<file path="src/rtl/ppg_cal_ctrl.sv">
// ppg_cal_ctrl: per-channel DC-comp and PGA gain calibration, then slotted multiplexed sampling.
// Latency: one sample per SLOT_LEN cycles in RUN; no backpressure (adc valid every cycle, sample_valid is a strobe).
// Option PPG_SAMPLE_AVG_EN: sample_data is the truncated mean of the slot's last 4 adc samples.
module ppg_cal_ctrl #(
  parameter int NUM_CH     = 2,
  parameter int ADC_W      = 8,
  parameter int DC_W       = 7,
  parameter int GAIN_W     = 4,
  parameter int WIN_LEN    = 1000,
  parameter int SETTLE     = 4,
  parameter int TGT_LO     = 120,
  parameter int TGT_HI     = 135,
  parameter int CLIP_LO    = 10,
  parameter int CLIP_HI    = 245,
  parameter int DC_STEP_DN = 5,
  parameter int DC_STEP_UP = 1,
  parameter int GAIN_INIT  = 7,
  parameter int MAX_ITER   = 64,
  parameter int SLOT_LEN   = 10,
  localparam int CH_W      = (NUM_CH > 1) ? $clog2(NUM_CH) : 1
) (
  input  logic              CLK,
  input  logic              rst_n,
  input  logic              start,
  input  logic [ADC_W-1:0]  adc,
  output logic [NUM_CH-1:0] led_en,
  output logic [DC_W-1:0]   dc_comp,
  output logic [GAIN_W-1:0] pga_gain,
  output logic              clk_filter,
  output logic              busy,
  output logic              done,
  output logic [NUM_CH-1:0] cal_fail,
  output logic [ADC_W-1:0]  sample_data,
  output logic [CH_W-1:0]   sample_ch,
  output logic              sample_valid
);

  localparam int CNT_MAX = (WIN_LEN > SLOT_LEN) ? WIN_LEN : SLOT_LEN;
  localparam int CNT_W   = $clog2(CNT_MAX + 1);
  localparam int IT_W    = $clog2(MAX_ITER + 1);
  localparam int MID_W   = ADC_W + 1;

  localparam logic [DC_W-1:0]   DC_MAX     = '1;
  localparam logic [GAIN_W-1:0] GAIN_MAX   = '1;
  localparam logic [GAIN_W-1:0] GAIN_INI   = GAIN_W'(GAIN_INIT);
  localparam logic [DC_W-1:0]   DC_DN      = DC_W'(DC_STEP_DN);
  localparam logic [DC_W-1:0]   DC_UP      = DC_W'(DC_STEP_UP);
  localparam logic [MID_W-1:0]  MID_LO     = MID_W'(TGT_LO);
  localparam logic [MID_W-1:0]  MID_HI     = MID_W'(TGT_HI);
  localparam logic [ADC_W-1:0]  CLP_LO     = ADC_W'(CLIP_LO);
  localparam logic [ADC_W-1:0]  CLP_HI     = ADC_W'(CLIP_HI);
  localparam logic [CNT_W-1:0]  SETTLE_END = CNT_W'(SETTLE - 1);
  localparam logic [CNT_W-1:0]  WIN_END    = CNT_W'(WIN_LEN - 1);
  localparam logic [CNT_W-1:0]  SLOT_END   = CNT_W'(SLOT_LEN - 1);
  localparam logic [IT_W-1:0]   ITER_LIM   = IT_W'(MAX_ITER);
  localparam logic [CH_W-1:0]   CH_LAST    = CH_W'(NUM_CH - 1);
  localparam logic [NUM_CH-1:0] LED0       = NUM_CH'(1);

  typedef enum logic [2:0] {IDLE, SETTLE_W, MEAS, DC_ADJ, GAIN_ADJ, NEXT_CH, RUN} state_t;

  state_t            state, state_n;
  logic [CH_W-1:0]   ch, ch_n, nxt_ch;
  logic              ph_gain, ph_gain_n;
  logic              g_first, g_first_n;
  logic              g_up, g_up_n;
  logic [CNT_W-1:0]  cnt, cnt_n;
  logic [IT_W-1:0]   iter, iter_n, it_nx;
  logic [ADC_W-1:0]  vmin, vmin_n, vmax, vmax_n;
  logic [NUM_CH-1:0] led_en_n, cal_fail_n;
  logic [DC_W-1:0]   dc_comp_n;
  logic [GAIN_W-1:0] pga_gain_n, st_gain;
  logic              busy_n, done_n, sample_valid_n;
  logic [ADC_W-1:0]  sample_data_n, smp;
  logic [CH_W-1:0]   sample_ch_n;
  logic              dc_we, gain_we;
  logic [MID_W-1:0]  mid;
  logic              clipped, in_win, up;

  logic [DC_W-1:0]   dc_store   [NUM_CH];
  logic [GAIN_W-1:0] gain_store [NUM_CH];

  assign mid     = ({1'b0, vmin} + {1'b0, vmax}) >> 1;
  assign in_win  = (mid >= MID_LO) && (mid <= MID_HI);
  assign clipped = (vmin <= CLP_LO) || (vmax >= CLP_HI);
  // The first gain window of a channel decides the search direction.
  assign up      = g_first ? !clipped : g_up;
  assign it_nx   = iter + 1'b1;
  assign nxt_ch  = (ch == CH_LAST) ? '0 : ch + 1'b1;

`ifdef PPG_SAMPLE_AVG_EN
  logic [ADC_W-1:0] h1, h2, h3;
  always_ff @(posedge CLK or negedge rst_n) begin
    if (!rst_n) begin
      h1 <= '0;
      h2 <= '0;
      h3 <= '0;
    end else begin
      h1 <= adc;
      h2 <= h1;
      h3 <= h2;
    end
  end
  assign smp = ADC_W'(({2'b00, adc} + {2'b00, h1} + {2'b00, h2} + {2'b00, h3}) >> 2);
`else
  assign smp = adc;
`endif

  always_comb begin
    state_n        = state;
    ch_n           = ch;
    ph_gain_n      = ph_gain;
    g_first_n      = g_first;
    g_up_n         = g_up;
    cnt_n          = cnt;
    iter_n         = iter;
    vmin_n         = vmin;
    vmax_n         = vmax;
    led_en_n       = led_en;
    dc_comp_n      = dc_comp;
    pga_gain_n     = pga_gain;
    busy_n         = busy;
    done_n         = done;
    cal_fail_n     = cal_fail;
    sample_data_n  = sample_data;
    sample_ch_n    = sample_ch;
    sample_valid_n = 1'b0;
    dc_we          = 1'b0;
    gain_we        = 1'b0;
    st_gain        = pga_gain;

    case (state)
      IDLE: ;
      SETTLE_W: begin
        if (cnt == SETTLE_END) begin
          cnt_n   = '0;
          vmin_n  = '1;
          vmax_n  = '0;
          state_n = MEAS;
        end else begin
          cnt_n = cnt + 1'b1;
        end
      end
      MEAS: begin
        vmin_n = (adc < vmin) ? adc : vmin;
        vmax_n = (adc > vmax) ? adc : vmax;
        if (cnt == WIN_END) begin
          cnt_n   = '0;
          state_n = ph_gain ? GAIN_ADJ : DC_ADJ;
        end else begin
          cnt_n = cnt + 1'b1;
        end
      end
      DC_ADJ: begin
        iter_n  = it_nx;
        state_n = SETTLE_W;
        if ((mid < MID_LO && dc_comp == '0) || (mid > MID_HI && dc_comp == DC_MAX) ||
            (!in_win && it_nx == ITER_LIM)) begin
          cal_fail_n[ch] = 1'b1;
          dc_we          = 1'b1;
          ph_gain_n      = 1'b1;
          g_first_n      = 1'b1;
        end else if (mid < MID_LO) begin
          dc_comp_n = (dc_comp < DC_DN) ? '0 : dc_comp - DC_DN;
        end else if (mid > MID_HI) begin
          dc_comp_n = ((DC_MAX - dc_comp) < DC_UP) ? DC_MAX : dc_comp + DC_UP;
        end else begin
          dc_we     = 1'b1;
          ph_gain_n = 1'b1;
          g_first_n = 1'b1;
        end
      end
      GAIN_ADJ: begin
        g_first_n = 1'b0;
        g_up_n    = up;
        state_n   = NEXT_CH;
        if (up) begin
          if (clipped) begin
            gain_we = 1'b1;
            st_gain = pga_gain - 1'b1;
          end else if (pga_gain != GAIN_MAX) begin
            pga_gain_n = pga_gain + 1'b1;
            state_n    = SETTLE_W;
          end else begin
            gain_we = 1'b1;
          end
        end else begin
          if (!clipped) begin
            gain_we = 1'b1;
          end else if (pga_gain != '0) begin
            pga_gain_n = pga_gain - 1'b1;
            state_n    = SETTLE_W;
          end else begin
            gain_we        = 1'b1;
            cal_fail_n[ch] = 1'b1;
          end
        end
      end
      NEXT_CH: begin
        cnt_n = '0;
        if (ch != CH_LAST) begin
          ch_n       = ch + 1'b1;
          dc_comp_n  = DC_MAX;
          pga_gain_n = GAIN_INI;
          led_en_n   = LED0 << (ch + 1'b1);
          ph_gain_n  = 1'b0;
          iter_n     = '0;
          state_n    = SETTLE_W;
        end else begin
          // Slot 0 of RUN starts with channel 0 settings already applied.
          ch_n       = '0;
          busy_n     = 1'b0;
          done_n     = 1'b1;
          led_en_n   = LED0;
          dc_comp_n  = dc_store[0];
          pga_gain_n = gain_store[0];
          state_n    = RUN;
        end
      end
      RUN: begin
        if (cnt == SLOT_END) begin
          cnt_n          = '0;
          sample_valid_n = 1'b1;
          sample_data_n  = smp;
          sample_ch_n    = ch;
          ch_n           = nxt_ch;
          led_en_n       = LED0 << nxt_ch;
          dc_comp_n      = dc_store[nxt_ch];
          pga_gain_n     = gain_store[nxt_ch];
        end else begin
          cnt_n = cnt + 1'b1;
        end
      end
      default: state_n = IDLE;
    endcase

    if (start) begin
      state_n        = SETTLE_W;
      ch_n           = '0;
      ph_gain_n      = 1'b0;
      cnt_n          = '0;
      iter_n         = '0;
      led_en_n       = LED0;
      dc_comp_n      = DC_MAX;
      pga_gain_n     = GAIN_INI;
      cal_fail_n     = '0;
      busy_n         = 1'b1;
      done_n         = 1'b0;
      sample_valid_n = 1'b0;
      dc_we          = 1'b0;
      gain_we        = 1'b0;
    end
  end

  always_ff @(posedge CLK or negedge rst_n) begin
    if (!rst_n) begin
      state        <= IDLE;
      ch           <= '0;
      ph_gain      <= 1'b0;
      g_first      <= 1'b0;
      g_up         <= 1'b0;
      cnt          <= '0;
      iter         <= '0;
      vmin         <= '1;
      vmax         <= '0;
      led_en       <= '0;
      dc_comp      <= DC_MAX;
      pga_gain     <= '0;
      clk_filter   <= 1'b0;
      busy         <= 1'b0;
      done         <= 1'b0;
      cal_fail     <= '0;
      sample_data  <= '0;
      sample_ch    <= '0;
      sample_valid <= 1'b0;
      for (int i = 0; i < NUM_CH; i++) begin
        dc_store[i]   <= '0;
        gain_store[i] <= '0;
      end
    end else begin
      state        <= state_n;
      ch           <= ch_n;
      ph_gain      <= ph_gain_n;
      g_first      <= g_first_n;
      g_up         <= g_up_n;
      cnt          <= cnt_n;
      iter         <= iter_n;
      vmin         <= vmin_n;
      vmax         <= vmax_n;
      led_en       <= led_en_n;
      dc_comp      <= dc_comp_n;
      pga_gain     <= pga_gain_n;
      clk_filter   <= ~clk_filter;
      busy         <= busy_n;
      done         <= done_n;
      cal_fail     <= cal_fail_n;
      sample_data  <= sample_data_n;
      sample_ch    <= sample_ch_n;
      sample_valid <= sample_valid_n;
      if (dc_we)   dc_store[ch]   <= dc_comp;
      if (gain_we) gain_store[ch] <= st_gain;
    end
  end

endmodule

</file>
<file path="config.mk">
export PLATFORM = sky130hd
export DESIGN_NAME = ppg_cal_ctrl
export DESIGN_NICKNAME = d
export VERILOG_FILES = /design/src/rtl/ppg_cal_ctrl.sv
export SDC_FILE = /design/constraint.sdc
export NUM_CORES = 1
export LEC_CHECK = 0
export CAP_MARGIN = 20
export CELL_PAD_IN_SITES_DETAIL_PLACEMENT = 2
export CELL_PAD_IN_SITES_GLOBAL_PLACEMENT = 2
export CORE_ASPECT_RATIO = 1.1
export CORE_MARGIN = 2
export CORE_UTILIZATION = 30
export DETAILED_ROUTE_END_ITERATION = 12
export PLACE_DENSITY_LB_ADDON = 0.12
export SKIP_LAST_GASP = 1
export SLEW_MARGIN = 20
export SYNTH_ARGS = -nofsm -noshare
export SYNTH_HDL_FRONTEND = slang
export SYNTH_SLANG_ARGS = --single-unit
</file>
<file path="constraint.sdc">
create_clock -name CLK -period 3.26 [get_ports CLK]
set_input_delay 0.652 -clock CLK [delete_from_list [all_inputs] [get_ports CLK]]
set_output_delay 0.652 -clock CLK [all_outputs]
set_load 0.05 [all_outputs]
</file>
# [Word level (Yosys, flattened, before mapping)]
# Index checks and enable logic that the tools add are counted.
[totals] inputBits=11 register_bits=90 word_cells=227 output_inout_bits=28
[classes] mux=103 n_reduce_logical=37 addsub=9 order_cmp=15 bitwise=4 shifts=2 n_eq_ne=34
[op_table] cell="2-to-1 mux 7 bit" count=14
[op_table] cell="2-to-1 mux 4 bit" count=15
[op_table] cell="2-to-1 mux 10 bit" count=4
[op_table] cell="one-hot mux 10 bit (4 select lines)" count=1
[op_table] cell="!= test 3 bit, second input constant" count=11
[op_table] cell="2-to-1 mux 8 bit" count=4
[op_table] cell="!= test 4 bit, second input constant" count=8
[op_table] cell="one-hot mux 8 bit (2 select lines)" count=2
[op_table] cell="2-to-1 mux 1 bit" count=31
[op_table] cell="2-to-1 mux 3 bit" count=10
[op_table] cell="one-hot mux 7 bit (3 select lines)" count=1
[op_table] cell="one-hot mux 3 bit (6 select lines)" count=1
[op_table] cell="2-to-1 mux 2 bit" count=8
[op_table] cell="adder 7 x 1 -> 7 bit, second input constant" count=2
[op_table] cell="bitwise mux 14 bit" count=1
[op_table] cell="== test 7 bit, second input constant" count=2
[op_table] cell="one-hot mux 7 bit (2 select lines)" count=1
[op_table] cell="one-hot mux 4 bit (3 select lines)" count=1
[op_table] cell="AND reduction 3 bit" count=4
[op_table] cell="nonzero test 4 bit" count=3
[op_table] cell="adder 10 x 1 -> 10 bit, second input constant" count=1
[op_table] cell="== test 10 bit, second input constant" count=1
[op_table] cell="== test 10 x 2 -> 1 bit, second input constant" count=1
[op_table] cell="== test 10 x 4 -> 1 bit, second input constant" count=1
[op_table] cell="other kinds (48)" count=76

# [Logic depth before layout (Yosys ltp)]
[depth] word_depth=10 depth_mapped=12 mapped_depth_nobuf=10

# [Worst setup path after synthesis]
# No wires, ideal clock.
[synth_timing] kind="flip-flop to flip-flop" start="reg vmin[6]" end="reg dc_store[5] in the netlist's numbering" period_less_slack_ps=2759 n_path_buf=1 path_stages_with_launch=11 path_slack_ps=501 t_arrival_ps=2634 required_ps=3135 setup_ps=125 path_cell_list="dfstp_2 > ha_1 > buf_6 > a21oi_1 > o21ai_1 > or3_4 > a2111oi_4 > o22ai_1 > nor2_2 > nand2_4 > mux2_4"
[synth_between] elab_chain_len=9 word_cells_on_any_way=17 cone_classes="add/sub (1); order compare (4); mux (5); reduce/logical (7)"
[synth_rtl] item="start, declared" line_no="68" text="logic [ADC_W-1:0] vmin, vmin_n, vmax, vmax_n;"
[synth_rtl] item="start signal, assigned" line_no="287" text="vmin <= vmin_n;"
[synth_rtl] item="adder 8 x 8 -> 9 bit (*)" line_no="82" text="assign mid = ({1'b0, vmin} + {1'b0, vmax}) >> 1;"
[synth_rtl] item="greater-or-equal comparator 8 x 7 -> 1 bit / less-or-equal comparator 8 bit (equally long branches)" line_no="83" text="assign in_win = (mid >= MID_LO) && (mid <= MID_HI);"
[synth_rtl] item="logical AND 1 bit" line_no="83"
[synth_rtl] item="logical NOT 1 bit" line_no="157" text="(!in_win && it_nx == ITER_LIM)) begin"
[synth_rtl] item="logical AND 1 bit" line_no="157"
[synth_rtl] item="logical OR 1 bit" line_no="156" text="if ((mid < MID_LO && dc_comp == '0) || (mid > MID_HI && dc_comp == DC_MAX) ||"
[synth_rtl] item="2-to-1 mux 1 bit (*)" line_no="156"
[synth_rtl] item="2-to-1 mux 1 bit (*)" line_no="131" text="case (state)"
[synth_rtl] item="2-to-1 mux 1 bit (*)" line_no="236" text="if (start) begin"
[synth_rtl] item="end signal, assigned by index" line_no="299" text="if (dc_we) dc_store[ch] <= dc_comp;"
[synth_rtl] item="end, declared" line_no="79" text="logic [DC_W-1:0] dc_store [NUM_CH];"
# Mark *: on every way between the ends. The rest lies on a longest branch, timed or not.
# A chain may end at the register's enable or synchronous reset.

# [Final worst setup path]
[layout_timing] start="reg vmin[4]" end="reg dc_store[2] in the netlist's numbering"
# Same word-level chain as after synthesis.

==> metrics <==
Clock Latency Late Sink=roughly 0.35 ns; clock skew=0.00818 ns; Clock Power Share=0.196; DR iter-0 viols=186; Tmin final=between 3 and 4 ns; Int Pwr=approximately 3.2 mW; Non-Filler Instances=908; TritonRoute pass-1 iters=4; Gate power share=0.511; period utilization=0.927; Vias/cell=5.25; status=finished, final reports clean; Worst-path clk slew=0.07 ns; Initial Util=0.303; post-synthesis register bit count=89; clock tree sinks=89; PortBufs=38; switching power=2.56 mW; Setup Viol. Count Final=0; ys async rst share=1.00; Setup Buffers After CTS=0; most common cell after layout, fill and taps aside=dfrtp_1; Slew Limit Fails=0; Final Hold Viols=0; HPWL Detailed=12900 microns; CTS Buf Count=9; switching share of power=0.446; initial antenna violation count=0; Sequential Power Share=0.293; syn_nets=661; clock buffer depth=2; total track usage=0.185; number of synthesized flops with an enable pin=0; Crit Path Category=flop to flop; antenna-violating nets left=0; CTS Hold Bufs=0; routed via count=4769; Boundary Pins=39; synthesized cell area=5730 sq um; Synth cell types=73; wire length of the first global-routing pass=29000 microns; CTS resizes=0; CP startpoint kind=flop; Die W=136 microns; placed cells=893; Layout area overhead=17.5%; die footprint=20200 sq um; routability cong.=0.765; gr ovfl total=0; vias in the first global route=about 5400; Synth Warn #=0; P_leak=3.05 nW; most frequent cells in the layout=dfrtp_1 (74), nand2_1 (51), inv_1 (50); Slew headroom=0.502; post-DR wirelength/cell=about 19 microns; Hold Path Class=primary input to asynchronous set/reset pin; crit path max fanout=7; cells after synthesis=618; CTS tree=yes; clock root cell=clkbuf_16; Critical Path RT=3.50 ns; register area share after synthesis=0.392; NumNets Final=700; maximum clock rate=331 MHz; largest net degree at the start of global routing=75; Worst VDD drop=between 0.0004 and 0.0005 V; Synth Flop Type=dfrtp_1; Die Y=between 100 and 150 microns; RSZ-0062 raised after global routing=no; Avg Inst Size Synth=9.27 sq um; # rows=53; n_diodes=0; final WL=17600 microns; Post-route DRC=0; share of layout cells above drive strength 1=0.139; Max-cap violations=0; worst-margin pin slew=0.747 ns; Critical Path End Type=flop; core footprint=18900 sq um; htree depth=3; setup TNS=0 ns; data arrival time of the worst path=between 3 and 4 ns; P per Cell Area=851 nW/um^2
-- per-layer routing --
| layer | GRT usage | wire length [microns] | vias to the layer above |
|---|---|---|---|
| li1 | - | - | 2274 |
| met4 | 0.0448 | 207 | 0 |
| met5 | 0 | 0 | - |
| met3 | 0.0299 | 301 | 15 |
| met1 | 0.243 | 8260 | 2446 |
| met2 | 0.317 | 8810 | 34 |
-- synthesized netlist by cell type (3+ instances only) --
cell type	instances	area share
o21ai_0	34	0.030
mux2_2	17	0.033
a22o_1	3	0.0046
a31oi_1	5	0.0055
dfrtp_1	74	0.32
o21ai_1	8	0.0070
a221oi_1	4	0.0061
inv_1	50	0.033
and3_1	5	0.0055
a211o_1	6	0.0092
a211oi_1	3	0.0039
o22ai_1	12	0.013
a21o_1	8	0.010
ha_1	31	0.068
mux2i_1	19	0.033
xnor2_1	9	0.014
clkbuf_1	20	0.013
xor2_1	10	0.015
nor4_1	7	0.0076
a21oi_1	35	0.031
mux2_1	3	0.0059
buf_2	6	0.0052
nand2b_1	7	0.0076
o21a_1	9	0.012
mux2_4	7	0.018
buf_6	3	0.0059
nand2_1	51	0.033
nor2_1	47	0.031
nor2b_1	5	0.0055
o31ai_1	6	0.0079
dfstp_2	15	0.069
and2_1	7	0.0076
a21oi_2	3	0.0046
nor3_1	13	0.011
nand3_1	16	0.014
nand4_1	13	0.014
-- state kept, by name (all words and copies together), names as in the netlist --
register,cells
cnt,10
state,3
ph_gain,1
pga_gain,4
g_up,1
led_en,2
sample_valid,1
done,1
clk_filter,1
vmax,8
dc_store,14
sample_data,8
busy,1
iter,7
dc_comp,7
g_first,1
gain_store,8
sample_ch,1
cal_fail,2
vmin,8
-- power groups by stage --
stage / sequential [mW] / combinational [mW] / clock, mW
floorplan: 1.73 / 2.14 / 0
global placement: 1.69 / 2.81 / 0
detailed placement: 1.71 / 2.95 / 0
CTS: 1.69 / 2.96 / 1.17
global route: 1.73 / 3.27 / 1.21
finish: 1.68 / 2.93 / 1.12
-- metrics by stage --
stage | utilization | cell area [sq um] | power [mW] | setup WS, ns | hold slack (ns)
floorplan | - | 5730 | 3.87 | 0.501 | 0.356
global placement | 0.340 | 6430 | 4.50 | 0.275 | 0.408
detailed placement | 0.340 | 6430 | 4.65 | 0.201 | 0.410
CTS | 0.356 | 6730 | 5.81 | 0.221 | 0.429
global route | 0.356 | 6740 | 6.21 | 0.0419 | 0.402
finish | 0.356 | 6740 | 5.73 | 0.237 | 0.347
-- worst paths after layout --
kind / start / to / slack [ns] / cells past startpoint
setup / recovery: vmin[4] / dc_store[2] / 0.24 / 9
hold / removal: rst_n / sample_data[7] / 0.35 / 1
setup reg to reg: vmin[4] / dc_store[2] / 0.24 / 9
hold reg to reg: clk_filter / clk_filter / 0.42 / 1
max in group asynchronous: rst_n / cnt[3] / 2.27 / 2
min in group CLK: clk_filter / clk_filter / 0.42 / 1
-- final cells by class --
class                      instances  area, sq um
fill                            2077        12200
multi-input combinational        447         3140
sequential                        89         2250
timing repair buffer              60          547
tap                              247          309
clock buffer                      11          233
inverter                          50          188
clock inverter                     4         70.1
-- critical path, cell delays in order, from the launching register on --
cell and delay, ns:
dfstp_2 0.56, ha_1 0.31, a21oi_2 0.21, o21ai_1 0.10, or3_4 0.37, a2111oi_4 0.48
o22ai_1 0.22, nor2_2 0.19, nand2_4 0.13, mux2_4 0.33
-- cell families after synthesis --
family,after synthesis,synth area share
and+or+nand+nor,187,0.161
AOI/OAI and AO/OA,163,0.196
DFF,89,0.392
buffers and inverters,82,0.0596
muxes,46,0.0908
adders and majority gates,32,0.0712
xor gates and xnor gates,19,0.0290
Note: power is estimated with default switching activity, not from simulation.
